### src/rtl/vga_timing_gen.sv
// VGA timing generator: free-running h/v counters, sync/blank/fetch decode, and a
// one-entry CPU write buffer that posts video-RAM writes only while the display is off the RAM.
module vga_timing_gen #(
    parameter int         H_SYNC     = 96,
    parameter int         H_BACK     = 48,
    parameter int         H_ACTIVE   = 640,
    parameter int         H_FRONT    = 16,
    parameter int         V_ACTIVE   = 480,
    parameter int         V_FRONT    = 10,
    parameter int         V_SYNC     = 2,
    parameter int         V_BACK     = 33,
    parameter int         FETCH_LEAD = 8,
    parameter logic       HSYNC_POL  = 1'b1,
    parameter logic       VSYNC_POL  = 1'b1,
    parameter logic [2:0] WIN_BASE   = 3'b111
) (
    input  logic        clk,
    input  logic        rst,
    input  logic [15:0] cpu_a,
    input  logic [7:0]  cpu_d,
    input  logic        cpu_we,
    output logic        cpu_rdy,
    output logic [9:0]  hx,
    output logic [9:0]  vy,
    output logic        hsync,
    output logic        vsync,
    output logic        n_pixel_ena,
    output logic        fetch_busy,
    output logic        ccol_rst,
    output logic        frame_start,
    output logic [11:0] ram_a,
    output logic [7:0]  ram_d,
    output logic        text_we,
    output logic        color_we
);

    localparam int H_TOTAL = H_SYNC + H_BACK + H_ACTIVE + H_FRONT;
    localparam int V_TOTAL = V_ACTIVE + V_FRONT + V_SYNC + V_BACK;
    localparam int FS      = H_SYNC + H_BACK - FETCH_LEAD;

    localparam logic [9:0]  H_LAST    = 10'(H_TOTAL - 1);
    localparam logic [9:0]  V_LAST    = 10'(V_TOTAL - 1);
    localparam logic [10:0] HS_END    = 11'(H_SYNC);
    localparam logic [10:0] PIX_START = 11'(H_SYNC + H_BACK);
    localparam logic [10:0] PIX_END   = 11'(H_SYNC + H_BACK + H_ACTIVE);
    localparam logic [10:0] FET_START = 11'(FS);
    localparam logic [10:0] FET_END   = 11'(FS + H_ACTIVE);
    localparam logic [10:0] CCOL_POS  = 11'(FS - 1);
    localparam logic [10:0] V_VIS_END = 11'(V_ACTIVE);
    localparam logic [10:0] VS_START  = 11'(V_ACTIVE + V_FRONT);
    localparam logic [10:0] VS_END    = 11'(V_ACTIVE + V_FRONT + V_SYNC);

    typedef enum logic {EMPTY, FULL} buf_state_t;

    buf_state_t  state_q, state_d;
    logic        capture, drain;
    logic [12:0] buf_addr;
    logic [7:0]  buf_data;
    logic [10:0] hx_w, vy_w;
    logic        line_visible;

    always_ff @(posedge clk) begin
        if (rst) begin
            hx <= '0;
            vy <= '0;
        end else if (hx == H_LAST) begin
            hx <= '0;
            vy <= (vy == V_LAST) ? 10'd0 : vy + 10'd1;
        end else begin
            hx <= hx + 10'd1;
        end
    end

    // One bit wider than the counters so bounds equal to 1024 still compare correctly.
    always_comb begin
        hx_w         = {1'b0, hx};
        vy_w         = {1'b0, vy};
        line_visible = (vy_w < V_VIS_END);
        hsync        = (hx_w < HS_END) ? HSYNC_POL : ~HSYNC_POL;
        vsync        = (vy_w >= VS_START && vy_w < VS_END) ? VSYNC_POL : ~VSYNC_POL;
        n_pixel_ena  = ~(line_visible && hx_w >= PIX_START && hx_w < PIX_END);
        fetch_busy   = line_visible && hx_w >= FET_START && hx_w < FET_END;
        ccol_rst     = (hx_w == CCOL_POS);
        frame_start  = (hx == 10'd0) && (vy == 10'd0);
    end

    always_ff @(posedge clk) begin
        if (rst) begin
            state_q <= EMPTY;
        end else begin
            state_q <= state_d;
        end
    end

    // Accept only when empty; drain only when the display has released the RAM.
    always_comb begin
        state_d = state_q;
        capture = 1'b0;
        drain   = 1'b0;
        case (state_q)
            EMPTY: begin
                if (cpu_we && cpu_a[15:13] == WIN_BASE) begin
                    capture = 1'b1;
                    state_d = FULL;
                end
            end
            FULL: begin
                if (!fetch_busy) begin
                    drain   = 1'b1;
                    state_d = EMPTY;
                end
            end
            default: state_d = EMPTY;
        endcase
    end

    always_ff @(posedge clk) begin
        if (rst) begin
            buf_addr <= '0;
            buf_data <= '0;
        end else if (capture) begin
            buf_addr <= cpu_a[12:0];
            buf_data <= cpu_d;
        end
    end

    always_comb begin
        cpu_rdy  = (state_q == EMPTY);
        ram_a    = buf_addr[11:0];
        ram_d    = buf_data;
        text_we  = drain && !buf_addr[12];
        color_we = drain && buf_addr[12];
    end

endmodule
### config.mk
export PLATFORM = sky130hd
export DESIGN_NAME = vga_timing_gen
export DESIGN_NICKNAME = d
export VERILOG_FILES = /design/src/rtl/vga_timing_gen.sv
export SDC_FILE = /design/constraint.sdc
export NUM_CORES = 1
export LEC_CHECK = 0
export ABC_AREA = 0
export CORE_ASPECT_RATIO = 1.25
export CORE_MARGIN = 2
export CORE_UTILIZATION = 44
export CTS_CLUSTER_SIZE = 12
export DETAILED_ROUTE_END_ITERATION = 16
export GPL_TIMING_DRIVEN = 0
export HOLD_SLACK_MARGIN = 0.1
export PLACE_DENSITY_LB_ADDON = 0.1
export SYNTH_ARGS = -nofsm -noshare
export SYNTH_HDL_FRONTEND = slang
export SYNTH_SLANG_ARGS = --single-unit
export TNS_END_PERCENT = 30
### constraint.sdc
create_clock -name clk -period 2.5 [get_ports clk]
set_clock_uncertainty 0.1 [all_clocks]
set_input_delay 0.75 -clock clk [delete_from_list [all_inputs] [get_ports clk]]
set_output_delay 0.75 -clock clk [all_outputs]
set_load 0.01 [all_outputs]
==> impl_metrics.toml <==
[outcome]
run_status = "finished with violations"
violations = "negative setup slack"

[detailed_routing]
drt_iter0_drc = 98
first_pass_iters = 4
wl_um = 5040
wl_per_cell_um = 12.6
ant_nets = 0
drc = 0
via_count = 2040
viasPerCell = 5.10

[worst_setup_path]
path_cells = "or4_4 -> a211o_1 -> and3_4 -> clkdlybuf4s15_1"
critPathCaptureType = "output port"
startpoint_type = "register"
crit_type = "register to output port"
critPathMaxFanout = 4
slowest_stage = "or4_4"
cp_num_buf_inv = 1
max_stage_delay_ns = 0.55
path_delay_family = "simple AND/OR/NAND/NOR gates"
worstPathRequired_ns = 1.65
cp.arrival_ns = 1.91

[hold_path]
holdCritPathClass = "register to register"

[finish]
fillers = 383
drive_above_1_share_pct = 17.0
utilization_pct = 70.1
nets = 373
area_growth_syn_to_layout_pct = 54.2
diodes = 0
fin_area_mm2 = 0.00306

[timing]
setup_violations = 3
min_period_ns = 2.76
setup_slack_ns = -0.260
worst_slew_pin_slew_ns = 0.632
drv_slew = 0
fin_crit_sh_pct = 110
max-slew-margin-rel_pct = 57.5
finalHoldViolCount = 0
holdWs_ns = 0.353
grt_setup_unrepaired = "true"
fmax_ghz = 0.362

[yosys]
synth_nets = 281
synth_most_common_cell = "nand2_1"
yosys_warnings = 0
synthTopCellsByCount = "nand2_1 (55), dfxtp_1 (42), a21oi_1 (28), nor2_1 (17), buf_4 (13)"
synth_top_area_share_pct = 42.4
synth_compound_area_share_pct = 11.0
post_synth.cell_area_avg_um2 = 7.93
synth_fa_ha_area_share_pct = 2.53
syn-cell-area_mm2 = 0.00198
synth_top_family_by_area = "simple AND/OR/NAND/NOR gates"
synth_top_area_cell = "dfxtp_1"
synthCells = 250
ys.flop_type = "dfxtp_1"
yosysUniqueCellTypes = 36
ys_seq_area_share_pct = 42.4
synth-xor-area-share_pct = 4.86
synth_simple_gate_area_share_pct = 29.1
synthTopCellsByArea = "dfxtp_1 (42%), nand2_1 (10%), a21oi_1 (7.1%)"
synthMuxAreaShare_pct = 0.505
postSynth.asyncResetShare_pct = 0
synth_seq_cells = 42
synth-edff-count = 0

[power]
powerDensity_mw_per_mm2 = 443
leakage_nw = 1.11
p_total_mw = 1.35
vdd_drop_max_mv = 0.453

[global_route]
grt_first_pass_wirelength_um = 8630
grt_max_degree = 13
antenna_found_initial = 0
grt_pass1_vias = 1921
grt_util_all_layers_pct = 21.7
grt-ovfl-total = 0

[clock_network]
cts_buffer_depth = 2
clk_pin_slew_ns = 0.08
clk_latency_ns = 0.30
cts_sinks = 42
numCtsBuffers = 5
htreeDepth = 2
clockRootBuffer = "clkbuf_8"
cts_tree = "yes"

[die]
die_w_um = 64.0
die_h_um = 79.0
core_area_mm2 = 0.00436
num_io_pins = 76
die_area_mm2 = 0.00506
initial_utilization_pct = 45.5
core.rowCount = 27

[place]
gp_congestion = 0.820
portBuffers = 75
hpwl_um = 3510
place_area_mm2 = 0.00283

[run]
drv_cap = 0
layer usage:
metal	GRT usage (%)	routed length, um
met1	26.2	2220
met3	5.24	287
met2	35.4	2410
met5	0	0
met4	11.5	131
metrics by stage:
step	setup TNS [ns]	std cells	setup slack (ns)
2_1_floorplan	-0.0294	250	-0.0294
3_5_place_dp	-1.85	383	-0.546
6_report	-0.759	400	-0.260
5_1_grt	-1.14	400	-0.333
3_3_place_gp	-1.80	383	-0.542
4_1_cts	-1.16	404	-0.312
worst paths after layout:
check	startpoint	to	slack (ns)	depth (start not counted)
worst max-delay path	hx[6]	fetch_busy	-0.26	4
worst min-delay path	ram_d[7]	ram_d[7]	0.35	2
worst max register to register	hx[6]	state_q	0.20	13
worst min register to register	ram_d[7]	ram_d[7]	0.35	2
cells in the final DEF (no fill, tap or decap), drive strengths merged, types with 2 or more instances in the layout:
cell type / netlist / routed
or3: 4 / 4
dfxtp: 42 / 42
nand2: 55 / 55
and3: 2 / 2
o21ai: 3 / 3
buf: 15 / 33
xnor2: 6 / 6
nand4: 5 / 5
xor2: 5 / 5
nor4: 6 / 6
nor3: 7 / 7
o31ai: 3 / 3
clkdlybuf4s50: 0 / 67
clkbuf: 11 / 14
inv: 7 / 7
nor2b: 2 / 2
ha: 4 / 4
a21oi: 28 / 28
or4: 5 / 5
nand3b: 2 / 2
nand3: 9 / 9
nor2: 17 / 17
dlygate4sd2: 0 / 2
logic make-up (layout without fill, tap and decap cells):
| logic type | Yosys count | count (layout) |
|---|---|---|
| AOI/OAI and AO/OA | 39 | 39 |
| buffers and inverters | 33 | 125 |
| DFF | 42 | 42 |
| muxes | 1 | 1 |
| xor gates and xnor gates | 11 | 11 |
| and+or+nand+nor | 120 | 120 |
| adders and majority gates | 4 | 4 |
area by class of cell:
type	instances	area, um2	share of cell area (%)
Clock inverter	1	30.0	0.982
Inverter	7	26.3	0.860
Clock buffer	6	82.6	2.70
Tap cell	58	72.6	2.37
Timing Repair Buffer	90	866	28.3
Buffer	21	133	4.34
Sequential cell	42	860	28.1
Multi-Input combinational cell	175	987	32.3
where the power goes:
part,switching (mW),internal [mW],total [mW]
clock,0.224,0.319,0.543
combinational,0.0503,0.0754,0.126
sequential,0.00773,0.677,0.684
worst register-to-register path, stage by stage, from the launching register on:
cell      delay [ns]
dfxtp_4         0.35
or4_4           0.55
o211ai_1        0.22
buf_4           0.15
buf_6           0.08
buf_6           0.08
buf_6           0.08
buf_6           0.08
buf_6           0.08
buf_6           0.09
buf_6           0.08
buf_6           0.07
nand4_1         0.08
a21oi_1         0.15
flip-flops by register name (all words and copies together), names as in the netlist:
register / cells
ram_d: 8
state_q: 1
hx: 10
buf_addr: 13
vy: 10
what timing repair did:
action,4_1_cts,5_1_grt
resized for setup,46,3
hold buffers,0,0
endpoints found under the setup margin,8,7
buffers inserted,21,1
pin swaps,9,5
No activity file was read; power rests on OpenSTA's default activity.
